===== src/rtl/horner_bf16_seq.sv =====
// Sequences a Horner evaluation of a BF16 polynomial through an external FMA unit; result after DEGREE*(FMA_LAT+1) cycles.
// One evaluation at a time, held in DONE until out_ready; define HORNER_NAN_FLAG_EN to add the sticky out_nan output.
module horner_bf16_seq #(
  parameter int DEGREE  = 6,
  parameter int FMA_LAT = 0
) (
  input  logic        clk,
  input  logic        rst,
  input  logic        in_valid,
  output logic        in_ready,
  input  logic [15:0] in_x,
  output logic        out_valid,
  input  logic        out_ready,
  output logic [15:0] out_p,
  input  logic        coef_we,
  input  logic [3:0]  coef_addr,
  input  logic [15:0] coef_data,
  output logic [15:0] fma_mul0,
  output logic [15:0] fma_mul1,
  output logic [15:0] fma_add,
  input  logic [15:0] fma_out
`ifdef HORNER_NAN_FLAG_EN
  ,
  output logic        out_nan
`endif
);

  localparam int WW = (FMA_LAT > 0) ? $clog2(FMA_LAT + 1) : 1;

  typedef enum logic [1:0] {S_IDLE, S_RUN, S_DONE} state_t;

  state_t          r_state;
  logic [15:0]     r_coef [16];
  logic [15:0]     r_acc;
  logic [15:0]     r_x;
  logic [15:0]     r_p;
  logic [3:0]      r_step;
  logic [WW-1:0]   r_wait;
  logic            r_in_ready;
  logic            r_out_valid;
  logic            w_run;
  logic            w_sample;

  assign w_run    = (r_state == S_RUN);
  assign w_sample = (r_wait == WW'(FMA_LAT));

  // Operands stay constant for a whole step; coef writes are blocked outside IDLE.
  assign fma_mul0  = w_run ? r_acc           : 16'h0000;
  assign fma_mul1  = w_run ? r_x             : 16'h0000;
  assign fma_add   = w_run ? r_coef[r_step]  : 16'h0000;
  assign in_ready  = r_in_ready;
  assign out_valid = r_out_valid;
  assign out_p     = r_p;

`ifdef HORNER_NAN_FLAG_EN
  logic r_nan;
  logic w_fma_nan;
  assign w_fma_nan = (fma_out[14:7] == 8'hFF) && (fma_out[6:0] != 7'd0);
  assign out_nan   = r_nan;
`endif

  always_ff @(posedge clk or posedge rst) begin
    if (rst) begin
      for (int k = 0; k < 16; k++) r_coef[k] <= 16'h0000;
    end else if (coef_we && (r_state == S_IDLE) && (coef_addr <= 4'(DEGREE))) begin
      r_coef[coef_addr] <= coef_data;
    end
  end

  always_ff @(posedge clk or posedge rst) begin
    if (rst) begin
      r_state     <= S_IDLE;
      r_in_ready  <= 1'b1;
      r_out_valid <= 1'b0;
      r_p         <= 16'h0000;
      r_acc       <= 16'h0000;
      r_x         <= 16'h0000;
      r_step      <= 4'd0;
      r_wait      <= '0;
`ifdef HORNER_NAN_FLAG_EN
      r_nan       <= 1'b0;
`endif
    end else begin
      case (r_state)
        S_IDLE: begin
          if (in_valid) begin
            r_x        <= in_x;
            r_acc      <= r_coef[DEGREE];
            r_step     <= 4'(DEGREE - 1);
            r_wait     <= '0;
            r_in_ready <= 1'b0;
            r_state    <= S_RUN;
`ifdef HORNER_NAN_FLAG_EN
            r_nan      <= 1'b0;
`endif
          end
        end
        S_RUN: begin
          if (w_sample) begin
            r_acc <= fma_out;
`ifdef HORNER_NAN_FLAG_EN
            r_nan <= r_nan | w_fma_nan;
`endif
            if (r_step == 4'd0) begin
              r_p         <= fma_out;
              r_out_valid <= 1'b1;
              r_state     <= S_DONE;
            end else begin
              r_step <= r_step - 4'd1;
              r_wait <= '0;
            end
          end else begin
            r_wait <= r_wait + 1'b1;
          end
        end
        S_DONE: begin
          if (out_ready) begin
            r_out_valid <= 1'b0;
            r_in_ready  <= 1'b1;
            r_state     <= S_IDLE;
          end
        end
        default: begin
          r_state     <= S_IDLE;
          r_in_ready  <= 1'b1;
          r_out_valid <= 1'b0;
        end
      endcase
    end
  end

endmodule


===== config.mk =====
export PLATFORM = sky130hd
export DESIGN_NAME = horner_bf16_seq
export DESIGN_NICKNAME = d
export VERILOG_FILES = /design/src/rtl/horner_bf16_seq.sv
export SDC_FILE = /design/constraint.sdc
export NUM_CORES = 1
export LEC_CHECK = 0
export ABC_AREA = 0
export BUFFER_PORTS_ARGS = -buffer_cell sky130_fd_sc_hd__buf_2
export CAP_MARGIN = 20
export CORE_UTILIZATION = 47
export DETAILED_ROUTE_END_ITERATION = 10
export PLACE_DENSITY = 0.78
export SYNTH_ARGS = -nofsm -noshare
export SYNTH_HDL_FRONTEND = slang
export SYNTH_SLANG_ARGS = --single-unit

===== constraint.sdc =====
create_clock -name clk -period 12.1 [get_ports clk]
set_input_delay 0 -clock clk [delete_from_list [all_inputs] [get_ports clk]]
set_output_delay 0 -clock clk [all_outputs]
set_load 0.005 [all_outputs]

Word level (Yosys, flattened, before mapping). Cells that the tools add are included.

$add $sub $neg: 2. Order comparisons: 4. Eq/ne operators: 7. Multiplexer cells: 30. Bitwise logic cells: 5. Reduce and logical (&&, ||, !) cells: 14.

Operators with widths (count): $bwmux W256 (1); $mux W16 (8); $bmux W16 S4 (1); $demux W16 S4 (1); $pmux W16 S2 (1); $mux W4 (3); $reduce_and A4 Y1 (3); $ge A5 B5 Y1 const B (2); $not A4 Y5 (2); $reduce_and A3 Y1 (3); $mux W2 (4); $ne A2 B2 Y1 const B (4); $pmux W4 S2 (1); $mux W1 (6); $pmux W1 S3 (2); $pmux W2 S3 (1); $lt A5 B1 Y1 const B (1); $le A4 B3 Y1 const B (1); $logic_not A4 Y1 (1); $reduce_and A2 Y1 (2); $sub A4 B1 Y4 const B (1); $logic_and A1 B1 Y1 (3); $not A1 Y1 (3); $eq A2 B1 Y1 const B (1); other kinds (6) (6).

Register bits after elaboration: 313. Input bits: 57. Output and inout port bits: 66. Logic and storage cells: 86.

Logic depth before layout (Yosys ltp).
Word-level depth: 6. Gate-level depth with buffers: 11. Mapped depth without buffers: 6.

Least setup slack after synthesis. No wires, ideal clock.

Path type: register to register. Start: register r_step[0]. End: register r_p[0], in the netlist out_p[0]. Library setup time: 125 ps. Arrival: 2534 ps. Required time: 11975 ps. Path slack: 9441 ps. Stages on the path, launching flop included: 12. Path buffers: 6. Clock period less this slack: 2659 ps. Cells stage by stage: dfrtp_1 > buf_2 > buf_4 > buf_4 > buf_2 > inv_1 > ha_1 > nand2b_1 > or3_1 > clkbuf_1 > buf_2 > mux2_2.

Longest elaborated chain between the ends: 2.

Ends and longest elaborated chain: start: declaration (RTL line 37) `logic [3:0] r_step;`; start signal: assignment (RTL line 89) `r_step <= 4'(DEGREE - 1);`; start signal: assignment (RTL line 109) `r_step <= r_step - 4'd1;`; $logic_not A4 Y1 (RTL line 104) `if (r_step == 4'd0) begin`; $reduce_and A3 Y1 (no line); end signal: assignment (RTL line 105) `r_p <= fma_out;`; end: declaration (RTL line 36) `logic [15:0] r_p;`.

No other way between the ends. A chain may end at the register's enable or synchronous reset.

Final worst setup path.
Start: register r_step[0]. End: output port fma_add[4].

Longest elaborated chain between the ends: 5.

Ends and longest elaborated chain: $not A4 Y5 (not written as such) (RTL line 50) `assign fma_add = w_run ? r_coef[r_step] : 16'h0000;`; $bmux W16 S4 (RTL line 50); $mux W16 (not written as such) (2 in series) (RTL line 50); $mux W16 (RTL line 50); end: declaration (RTL line 20) `output logic [15:0] fma_add,`.

No other way between the ends. The select of a mux whose other input is x is not followed.

==> flow_metrics.py <==
metrics = {
    "cts": {
        "post-cts-setup-buffer-count": 0,
        "ctsResizeCount": 0,
        "root_buffer": "sky130_fd_sc_hd__clkbuf_16",
        "cts-buffers-inserted": 30,
        "cts_htree_levels": 1,
        "cts_hold_buf": 51,
        "clk_pin_slew_ns": 0.06,
        "ctsLongestPathBuffers": 3,
        "cts_tree": "done",
        "clock_sink_count": 312,
        "clock_insertion_delay_worst_skew_ns": 0.55,
    },
    "sta": {
        "tightestPinTransition_ns": 1.23,
        "setup_viol_count_final": 0,
        "worst_slew_margin_rel": 0.178,
        "timing.clock.skew_ns": 0.0102,
        "tns_ns": 0,
        "final_hold_viol_count": 0,
        "finalCriticalPeriod_ns": 3.64,
        "timing.fmax_ghz": 0.274,
        "rsz_0062_raised_after_global_routing": "false",
        "layout_worst_path_cycle_share": 0.301,
        "final_max_slew_viol_count": 0,
    },
    "grt": {
        "grt_pass1_wl_um": 45000,
        "grt_antenna_before_repair": 0,
        "number_of_global_route_vias_before_repair": 8051,
        "grt.overflow.total": 0,
        "grt_max_degree": 167,
        "all_layer_global_routing_usage": 0.204,
    },
    "cells_and_area": {
        "filler_cell_count": 2063,
        "design_area_um2": 15000,
        "drive_above_1_share": 0.379,
        "num-nets-final": 1030,
        "area_growth_pct": 15.6,
        "diodes": 0,
    },
    "detailed_routing": {
        "drt-total-wl_um": 28000,
        "drc_errors": 0,
        "total_number_of_vias": 7384,
        "postRouteAntennaNets": 0,
        "drtIter0Drc": 482,
        "firstDrtPassIters": 4,
        "routed_wire_length_per_instance_um": 21.0,
        "vias_per_cell": 5.52,
    },
    "placed_design": {
        "place_area_um2": 13300,
        "gp_routability_congestion": 0.767,
        "port_buffers": 122,
        "dp_hpwl_um": 16700,
    },
    "synth": {
        "synth-warning-count": 0,
        "syn_avg_cell_area_um2": 13.7,
        "synth_enable_flop_cells": 0,
        "postSynthRegisterBits": 312,
        "synth_top_cells_by_count": "311 x sky130_fd_sc_hd__dfrtp_1, 167 x sky130_fd_sc_hd__clkbuf_1, 135 x sky130_fd_sc_hd__mux2_2",
        "post_synthesis_cell_area_um2": 13000,
        "synth_sequential_area_ratio": 0.601,
        "syn_inst": 946,
        "synth_top_area_cell": "sky130_fd_sc_hd__dfrtp_1",
        "yosys.cell_count.top_type": "sky130_fd_sc_hd__dfrtp_1",
        "synth_area_leaders": "sky130_fd_sc_hd__dfrtp_1 60%, sky130_fd_sc_hd__mux2_2 12%, sky130_fd_sc_hd__mux4_2 7.3%",
        "yosysUniqueCellTypes": 41,
        "area_share_of_the_leading_cell_type_in_the_synthesized_netlist": 0.599,
        "synth-main-ff-cell": "sky130_fd_sc_hd__dfrtp_1",
        "synthArstFlopShare": 1.00,
        "synth.net_count": 1004,
    },
    "worst_setup_path": {
        "critical_path_arrival_ns": 3.64,
        "timing.setup.critical_path_class": "reg2out",
        "crit_path_max_fanout": 56,
        "worstReg2RegEnd": "out_p[15]$_DFFE_PP0P_",
        "crit_path_start_kind": "flip-flop",
        "cp-startpoint": "r_step[0]$_DFFE_PP0P_",
        "cp_data_required_time_ns": 12.10,
        "worst-r2r-cell-count": 5,
        "worstPathCellList": "buf_4, mux2i_1, a22oi_1, a22oi_1, o211ai_1, buf_2",
        "critPathMaxStageDelay_ns": 0.88,
        "critical-path-top-delay-family": "buffers and inverters",
        "crit_path_end_kind": "output port",
        "regToRegSetupSlack_ns": 8.91,
        "cell_repeated_most_along_the_worst_path": "sky130_fd_sc_hd__a22oi_1",
        "cp_slowest_cell": "sky130_fd_sc_hd__buf_4",
        "critical_path.reg2reg.startpoint": "r_step[1]$_DFFE_PP0P_",
        "critPathBufInv": 2,
    },
    "power": {
        "netSwitchingPower_mw": 1.12,
        "worst_ir_drop_on_vdd_mv": 0.172,
        "static-leakage-power_nw": 7.30,
        "switching_share": 0.309,
        "intPower_mw": 2.52,
        "pwr-share-clk": 0.277,
        "power.sequential.fraction": 0.411,
        "power_frac_comb": 0.312,
        "power_density_nw_per_um2": 243,
    },
    "run": {
        "cap_viol_max_count": 0,
    },
    "hold_path": {
        "min-delay-path-class": "in2reg",
        "worst_hold_path_endpoint": "r_coef[204]$_DFFE_PP0P_",
        "min_from": "coef_addr[0]",
        "hold_path_depth": 4,
    },
    "floorplanning": {
        "die_height_um": 168,
        "total_die_area_um2": 28300,
        "floorplan.initialDensity": 0.480,
        "rows": 60,
        "pin_count": 123,
        "core_region_area_um2": 27000,
        "dieWidth_um": 168,
    },
    "status": {
        "status": "completed",
    },
}
==> flip-flops by register name (all words and copies together) (netlist names) <==
name	flops
r_coef	256
out_p	16
r_acc	16
r_x	16
r_step	4
r_state	2
in_ready	1
out_valid	1
==> cell usage in the layout (no fill, tap or decap), drive strengths merged, types with 11 or more instances in the layout <==
master | netlist | final
mux4 | 42 | 42
mux2i | 61 | 61
clkbuf | 167 | 42
nand2 | 29 | 29
buf | 25 | 134
and3 | 11 | 11
nand3 | 11 | 11
dlygate4sd3 | 0 | 52
a22oi | 18 | 18
o21ai | 22 | 22
and2 | 35 | 35
mux2 | 146 | 146
dfrtp | 311 | 311
nor2 | 14 | 14
==> worst max path at each step <==
stage               slack, ns  cells after the start                    to
finish                   8.46                      6            fma_add[4]
global route             8.19                      6            fma_add[4]
CTS                      8.38                      5           fma_add[13]
detailed placement       8.97                      5           fma_add[14]
global placement         8.96                      5           fma_add[14]
floorplan                3.47                      1  out_p[0]$_DFFE_PP0P_
==> layer usage <==
metal | global-route usage | routed length, um | vias to the layer above
met5 | 0 | 0 | -
met4 | 0.0719 | 933 | 0
met3 | 0.0317 | 1610 | 60
met2 | 0.341 | 13900 | 209
met1 | 0.273 | 11600 | 3822
li1 | - | - | 3293
==> layout make-up <==
cell class	count	area, um2	share of cell area
clock buffers	42	887	0.0591
clock inverters	14	198	0.0132
inverters	5	26.3	0.00175
multi-input cells	437	4400	0.293
flip-flops and latches	312	7810	0.520
well taps	341	427	0.0284
repair buffers	186	1260	0.0842
==> power groups by stage <==
stage	Clock [mW]	Sequential (mW)	Combinational, mW
after floorplan	0	1.42	0.827
after global placement	0	1.49	1.08
after detailed placement	0	1.51	1.11
after CTS	1.03	1.49	1.13
after global routing	1.07	1.53	1.23
final	1.01	1.50	1.14
==> cells by family after synthesis <==
kind of cell | count (synthesis) | synth area share
AOI/OAI and AO/OA | 71 | 0.0392
adders and majority gates | 1 | 0.000963
buffers and inverters | 197 | 0.0612
DFF | 312 | 0.601
muxes | 249 | 0.246
and+or+nand+nor | 116 | 0.0508
==> stage by stage <==
step | instances | hold WS (ns) | worst slack (ns) | util | total power, mW
global placement | 1225 | 0.209 | 8.96 | 0.494 | 2.57
floorplan | 946 | 0.0863 | 3.47 | - | 2.24
finish | 1337 | 0.0255 | 8.46 | 0.556 | 3.64
CTS | 1332 | 0.0808 | 8.38 | 0.553 | 3.65
global route | 1337 | 0.0347 | 8.19 | 0.556 | 3.83
detailed placement | 1225 | 0.220 | 8.97 | 0.494 | 2.62
==> tightest hold or removal path, stage by stage <==
cell and delay [ns]:
sky130_fd_sc_hd__buf_2 0.16, sky130_fd_sc_hd__nand2_1 0.10, sky130_fd_sc_hd__nor2_2 0.07, sky130_fd_sc_hd__mux2_2 0.21
Power figures use the tool's default switching activity.
